$ cat config.mk
export PLATFORM = sky130hd
export DESIGN_NAME = dec_ib_bypass_queue
export DESIGN_NICKNAME = d
export VERILOG_FILES = /design/src/rtl/dec_ib_pkg.sv /design/src/rtl/dec_ib_bypass_queue_lane_mux.sv /design/src/rtl/dec_ib_bypass_queue.sv
export SDC_FILE = /design/constraint.sdc
export NUM_CORES = 2
export LEC_CHECK = 0
export CAP_MARGIN = 20
export CORE_MARGIN = 8
export CORE_UTILIZATION = 61
export DETAILED_ROUTE_END_ITERATION = 8
export PLACE_DENSITY = 0.86
export SYNTH_ARGS = -nofsm -noshare
export SYNTH_HDL_FRONTEND = slang
export SYNTH_SLANG_ARGS = --single-unit
$ cat constraint.sdc
create_clock -name clk -period 27.2 [get_ports clk]
set_clock_uncertainty 0.15 [all_clocks]
set_input_delay 5.44 -clock clk [delete_from_list [all_inputs] [get_ports clk]]
set_output_delay 5.44 -clock clk [all_outputs]
set_load 0.03 [all_outputs]
$ cat src/rtl/dec_ib_pkg.sv
// Shared types and field offsets for the decode instruction-buffer queue.
// An entry carries the 32-bit instruction, its 16-bit compressed form and 70 bits of PC/fault data.
package dec_ib_pkg;

    localparam int IB_PCDATA_W          = 70;

    localparam int IB_FETCH_PAGE_FAULT  = 69;
    localparam int IB_ICAF_F1           = 68;
    localparam int IB_DBECC             = 67;
    localparam int IB_SBECC             = 66;
    localparam int IB_PERR              = 65;
    localparam int IB_ICAF              = 64;
    localparam int IB_PC_HI             = 63;
    localparam int IB_PC_LO             = 1;
    localparam int IB_PC4               = 0;

    typedef struct packed {
        logic [31:0]            instr;
        logic [15:0]            cinst;
        logic [IB_PCDATA_W-1:0] pcdata;
    } ib_entry_t;

    localparam int IB_ENTRY_W = $bits(ib_entry_t);

endpackage

$ cat src/rtl/dec_ib_bypass_queue_lane_mux.sv
// One decode lane: picks the stored entry, else the bypassed write entry, else drives zero.
module dec_ib_lane_mux #(
    parameter int PAYLOAD_W = 118
) (
    input  logic                 st_valid_i,
    input  logic [PAYLOAD_W-1:0] st_data_i,
    input  logic                 byp_valid_i,
    input  logic [PAYLOAD_W-1:0] byp_data_i,
    output logic                 valid_o,
    output logic [PAYLOAD_W-1:0] data_o
);

    always_comb begin
        valid_o = st_valid_i | byp_valid_i;
        data_o  = '0;
        if (st_valid_i) begin
            data_o = st_data_i;
        end else if (byp_valid_i) begin
            data_o = byp_data_i;
        end
    end

endmodule

$ cat src/rtl/dec_ib_bypass_queue.sv
// Multi-lane instruction queue between fetch-align and decode; presents the NUM_LANES oldest entries.
// Define DEC_IB_BYPASS_EN to let same-cycle write data fill lanes beyond the stored count.
module dec_ib_bypass_queue
    import dec_ib_pkg::*;
#(
    parameter int NUM_LANES = 2,
    parameter int DEPTH     = 8,
    parameter int PAYLOAD_W = IB_ENTRY_W
) (
    input  logic                           clk,
    input  logic                           rst_l,
    input  logic                           flush,
    input  logic [NUM_LANES-1:0]           wr_valid,
    input  logic [NUM_LANES*PAYLOAD_W-1:0] wr_data,
    output logic                           wr_ready,
    output logic [NUM_LANES-1:0]           rd_valid,
    output logic [NUM_LANES*PAYLOAD_W-1:0] rd_data,
    input  logic [$clog2(NUM_LANES+1)-1:0] rd_consume,
    output logic [$clog2(DEPTH+1)-1:0]     ib_count,
    output logic                           ib_overflow,
    output logic                           ib_underflow
);

    localparam int PW = $clog2(DEPTH);
    localparam int CW = $clog2(DEPTH+1);

    logic [PAYLOAD_W-1:0] mem_q [DEPTH];
    logic [PW-1:0]        rd_ptr_q, rd_ptr_d;
    logic [PW-1:0]        wr_ptr_q, wr_ptr_d;
    logic [CW-1:0]        count_q, count_d;
    logic                 ovf_q, ovf_d;
    logic                 udf_q, udf_d;

    logic                 wr_acc;
    int                   n_wr;
    int                   n_avail;
    int                   n_rd;
    int                   n_rd_st;
    int                   n_byp;
    int                   n_wr_st;
    int                   n_st_lanes;

    logic [NUM_LANES-1:0]                st_valid;
    logic [NUM_LANES-1:0]                byp_valid;
    logic [NUM_LANES-1:0][PAYLOAD_W-1:0] st_data;
    logic [NUM_LANES-1:0][PAYLOAD_W-1:0] byp_data;

    assign wr_ready     = (DEPTH - int'(count_q)) >= NUM_LANES;
    assign n_wr         = $countones(wr_valid);
    assign wr_acc       = wr_valid[0] & wr_ready & ~flush;
    assign ib_count     = count_q;
    assign ib_overflow  = ovf_q;
    assign ib_underflow = udf_q;

    // Lanes below the count come from storage; the rest may take fresh write lanes in order.
    always_comb begin
        for (int k = 0; k < NUM_LANES; k++) begin
            st_valid[k]  = k < int'(count_q);
            st_data[k]   = mem_q[PW'(int'(rd_ptr_q) + k)];
            byp_valid[k] = 1'b0;
            byp_data[k]  = '0;
`ifdef DEC_IB_BYPASS_EN
            if (wr_acc && (k >= int'(count_q)) && ((k - int'(count_q)) < n_wr)) begin
                byp_valid[k] = 1'b1;
                byp_data[k]  = wr_data[(k - int'(count_q))*PAYLOAD_W +: PAYLOAD_W];
            end
`endif
        end
    end

    for (genvar g = 0; g < NUM_LANES; g++) begin : g_lane
        dec_ib_lane_mux #(.PAYLOAD_W(PAYLOAD_W)) u_mux (
            .st_valid_i  (st_valid[g]),
            .st_data_i   (st_data[g]),
            .byp_valid_i (byp_valid[g]),
            .byp_data_i  (byp_data[g]),
            .valid_o     (rd_valid[g]),
            .data_o      (rd_data[g*PAYLOAD_W +: PAYLOAD_W])
        );
    end

    // Consumption drains storage first; anything beyond that came straight from the bypass.
    always_comb begin
        n_st_lanes = (int'(count_q) >= NUM_LANES) ? NUM_LANES : int'(count_q);
        n_avail    = n_st_lanes;
`ifdef DEC_IB_BYPASS_EN
        if (wr_acc) begin
            n_avail = n_st_lanes + ((n_wr < (NUM_LANES - n_st_lanes)) ? n_wr : (NUM_LANES - n_st_lanes));
        end
`endif
        n_rd     = (int'(rd_consume) > n_avail) ? n_avail : int'(rd_consume);
        n_rd_st  = (n_rd > int'(count_q)) ? int'(count_q) : n_rd;
        n_byp    = n_rd - n_rd_st;
        n_wr_st  = wr_acc ? (n_wr - n_byp) : 0;

        rd_ptr_d = PW'(int'(rd_ptr_q) + n_rd_st);
        wr_ptr_d = PW'(int'(wr_ptr_q) + n_wr_st);
        count_d  = CW'(int'(count_q) + n_wr_st - n_rd_st);
        ovf_d    = ovf_q | (wr_valid[0] & ~wr_ready);
        udf_d    = udf_q | (int'(rd_consume) > n_avail);

        if (flush) begin
            rd_ptr_d = '0;
            wr_ptr_d = '0;
            count_d  = '0;
            ovf_d    = 1'b0;
            udf_d    = 1'b0;
        end
    end

    always_ff @(posedge clk or negedge rst_l) begin
        if (!rst_l) begin
            rd_ptr_q <= '0;
            wr_ptr_q <= '0;
            count_q  <= '0;
            ovf_q    <= 1'b0;
            udf_q    <= 1'b0;
        end else begin
            rd_ptr_q <= rd_ptr_d;
            wr_ptr_q <= wr_ptr_d;
            count_q  <= count_d;
            ovf_q    <= ovf_d;
            udf_q    <= udf_d;
        end
    end

    // Storage needs no reset: unoccupied slots are masked to zero by the lane muxes.
    always_ff @(posedge clk) begin
        for (int k = 0; k < NUM_LANES; k++) begin
            if (wr_acc && (k >= n_byp) && (k < n_wr)) begin
                mem_q[PW'(int'(wr_ptr_q) + k - n_byp)] <= wr_data[k*PAYLOAD_W +: PAYLOAD_W];
            end
        end
    end

    a_wr_valid_contiguous: assert property (@(posedge clk) disable iff (!rst_l)
        ((wr_valid & (wr_valid + NUM_LANES'(1))) == '0));

endmodule

==> metrics.md <==
| Metric | Value |
|---|---|
| Status | `completed` |
| Fin. Hold Viols | `0` |
| Slowest cell on the critical path | `buf_4` |
| Slew Limit Fails | `0` |
| Crit share post-route | `between 40% and 50%` |
| Average size of a mapped cell | `between 15 and 20 sq um` |
| Hold endpoint | `ib_overflow$_DFF_PN0_` |
| Num rows | `112` |
| Final nets | `a little over 4,000` |
| Worst slew pin tran | `about 1.2 ns` |
| Post CTS Setup Buffer Count | `0` |
| Pleak | `roughly 22 nW` |
| Initial antenna violation count | `39` |
| Placed Cells | `slightly below 5,000` |
| Mapped cell area | `around 0.057 sq mm` |
| Register bit total from synthesis | `956` |
| DIE HEIGHT | `321.7 um` |
| Worst r2r path cells | `26` |
| Number of I/O pins | `488` |
| Post-route insts no fill | `slightly above 5,000` |
| Power density cells | `between 100 and 150 mW/mm^2` |
| 1st-pass router iterations | `5` |
| Gr ovfl total | `0` |
| Setup Crit Path Kind | `in2reg` |
| GP Congestion | `a little over 0.8` |
| Worst hold path depth | `2` |
| Max Root-Sink Buffers | `3` |
| Unrepaired setup endpoints after global routing | `false` |
| Initial Util | `about 60%` |
| Synth top area cells | `edfxtp_1, mux4_2, mux2_2` |
| Crit path DAT | `approximately 13 ns` |
| Largest net degree at the start of global routing | `137` |
| HP Start | `ib_overflow$_DFF_PN0_` |
| Max FO, Critical Path | `44` |
| Routed Antenna Nets | `0` |
| Synth area leader | `edfxtp_1` |
| Die area | `just over 0.1 sq mm` |
| CP Launch Type | `input pin` |
| Buffers on Ports | `487` |
| CP Capture Type | `flip-flop` |
| Number of gates resized after CTS | `0` |
| Core Area | `about 0.093 sq mm` |
| Max-Cap Viols | `0` |
| Peak supply drop | `around 110 uV` |
| Initial DRC count | `between 3,000 and 4,000` |
| TritonCTS clock tree | `yes` |
| Clock-pin slew on the worst setup and hold paths | `about 0.06 ns` |
| Reg2reg setup slack | `approximately 18 ns` |
| Residual DRC | `0` |
| CTS Hold Bufs | `0` |
| Routed WL | `160,000 um` |
| CP peak stage delay | `0.76 ns` |
| Setup TNS | `0 ns` |
| Root buffer cell | `clkbuf_16` |
| Cells after synthesis | `about 3,400` |
| Critical path, cell by cell | `clkdlybuf4s50_1 > ha_1 > nor2b_1 > o21ai_0 > nor2_1 > a21oi_1 > ha_1 > a21o_1 > a21oi_1 > a31oi_1 > o21ai_0 > ha_1 > inv_1 > fa_1 > ha_1 > inv_1 > ha_1 > xnor2_1 > xnor2_1 > o21ai_1 > or2_4 > buf_4 > buf_4 > mux2_2` |
| Clock latency on the worst-skew pair | `0.68 ns` |
| TritonCTS buffer count | `101` |
| Data required time of the worst path | `roughly 27 ns` |
| Fraction of layout cells with a size suffix above 1 | `roughly two fifths` |
| Main synth FF type | `edfxtp_1` |
| Vias in the first global route | `~38,000` |
| Clock sink count | `roughly 960` |
| Die X | `between 300 and 400 um` |
| Register area share after synthesis | `around 50%` |
| Slew headroom | `between 20% and 30%` |
| R2R Path End | `mem_q[7][88]$_DFFE_PP_` |
| Global-route wire length before repair | `236,000 um` |
| P&R area growth vs syn | `15.87%` |
| EDFF count, synth | `944` |
| Netlist cell types | `50` |
| Post-synth ARST share | `under 10%` |
| Avg WL per Cell | `approximately 31 um` |
| Worst Path Buf+Inv | `5` |
| Via density | `roughly 6.9` |
| # H-tree levels | `3` |
| R2r startpoint | `ib_count[2]$_DFF_PN0_` |
| HPWL after detailed placement | `between 90,000 and 100,000 um` |
| Setup violators final | `0` |
| Synth Warn # | `0` |
| DR vias | `35,430` |
| Crit path top cell by count | `ha_1` |
| Global Route Usage Sum | `a little under a third` |
| Area fraction of the dominant cell type after synthesis | `about 50%` |
| CP delay by family, top | `buffers and inverters` |
| Hold/Removal Path Class | `reg2reg` |
| Tmin final | `about 13 ns` |
| Fmax | `~80 MHz` |
==> power by group <==
| group | internal [mW] | leakage [nW] | switching, mW |
|---|---|---|---|
| Combinational | 1.48 | 12.2 | 2.09 |
| Sequential | 1.95 | 8.65 | 0.144 |
| Clock | 0.807 | 1.62 | 0.581 |
| Total | 4.23 | 22.5 | 2.81 |
==> metrics by stage <==
stage	utilization, %	hold slack (ns)	setup slack, ns	total power [mW]	cell area, sq um
after floorplan	-	0.4622	8.827	4.430	57010
after global placement	67.39	0.3393	14.05	5.597	62610
after detailed placement	67.42	0.3496	13.89	5.658	62640
after CTS	70.96	0.3696	14.62	7.055	65930
after global routing	71.03	0.3864	14.12	7.303	66000
final	71.09	0.3686	14.59	7.046	66050
==> metal layers <==
metal	GRT usage, %	vias to the layer above	share of wire (%)
met5	0	-	0.079
met4	12.84	22	3.8
met3	5.896	420	9.9
met2	51.96	2005	51
met1	37.57	18340	36
li1	-	14640	-
==> logic make-up (layout without fill, tap and decap cells) <==
| kind of cell | Yosys count | in the layout | synth area share (%) |
|---|---|---|---|
| AOI/OAI and AO/OA | 160 | 160 | 1.530 |
| xor gates and xnor gates | 16 | 16 | 0.2700 |
| adders and majority gates | 34 | 34 | 0.8385 |
| buffers and inverters | 308 | 762 | 2.864 |
| DFF | 956 | 956 | 50.26 |
| muxes | 1535 | 1535 | 41.34 |
| other | 1 | 39 | 0.006579 |
| and+or+nand+nor | 414 | 414 | 2.897 |
==> worst max path at each step <==
stage | endpoint | cells past startpoint | slack [ns] | from
2_1_floorplan | mem_q[2][0]$_DFFE_PP_ | 17 | 8.83 | rd_consume[1]
3_3_place_gp | mem_q[7][77]$_DFFE_PP_ | 24 | 14.05 | rd_consume[1]
3_5_place_dp | mem_q[7][88]$_DFFE_PP_ | 24 | 13.89 | rd_consume[1]
4_1_cts | mem_q[7][97]$_DFFE_PP_ | 24 | 14.62 | rd_consume[1]
5_1_grt | mem_q[7][90]$_DFFE_PP_ | 24 | 14.12 | rd_consume[1]
6_report | mem_q[7][88]$_DFFE_PP_ | 24 | 14.59 | rd_consume[1]
==> cell type report <==
class / count / area, sq um
multi-input cells: 2161 / 26890
clock inverters: 61 / 585.6
well taps: 1254 / 1569
fillers: 5786 / 26860
inverters: 27 / 106.4
flip-flops and latches: 956 / 28660
clock buffers: 126 / 2704
repair buffers: 548 / 5448
diodes: 37 / 92.59
==> registers in the layout, summed over array words and instances (netlist names) <==
register      count
ib_count          4
ib_overflow       1
ib_underflow      1
mem_q           944
rd_ptr_q          3
wr_ptr_q          3
==> cell usage in the layout (no fill, tap or decap), types with 5 or more instances in the layout <==
cell	count
edfxtp_1	944
mux2_2	599
clkdlybuf4s50_1	487
mux4_2	472
mux2_4	296
nand2_1	246
nor2_1	132
a21oi_1	124
mux2i_1	119
clkbuf_16	103
buf_4	53
mux2_1	49
diode_2	37
inv_1	26
ha_1	26
clkinv_2	21
clkinv_1	20
clkbuf_1	19
bufinv_16	11
dfrtp_1	9
xnor2_1	8
nor2b_1	7
fa_1	7
inv_6	6
o21ai_0	6
o21ai_4	6
buf_12	6
nand2b_1	5
xor2_1	5
==> cell usage after synthesis (all sizes together) (2+ instances only) <==
| cell | count |
|---|---|
| buf | 169 |
| o21bai | 3 |
| xor2 | 6 |
| ha | 27 |
| nor2 | 132 |
| or3 | 3 |
| or2 | 3 |
| a21o | 3 |
| mux4 | 472 |
| inv | 27 |
| edfxtp | 944 |
| o31ai | 2 |
| dfrtp | 12 |
| o211ai | 3 |
| o21ai | 13 |
| fa | 7 |
| nand3 | 2 |
| a21oi | 124 |
| mux2 | 944 |
| mux2i | 119 |
| nand4 | 2 |
| a31oi | 3 |
| nor3 | 4 |
| clkbuf | 112 |
| nor2b | 7 |
| and2 | 2 |
| or4 | 3 |
| nor4 | 3 |
| a211oi | 2 |
| a31o | 2 |
| nand2 | 246 |
| nand2b | 5 |
| xnor2 | 9 |
==> tightest hold or removal path: cells and delay by family (launching register included) <==
kind | cells | cell delay [ns]
compound gates | 1 | 0.05
flops | 1 | 0.36
simple gates | 1 | 0.07
Power figures use the tool's default switching activity.
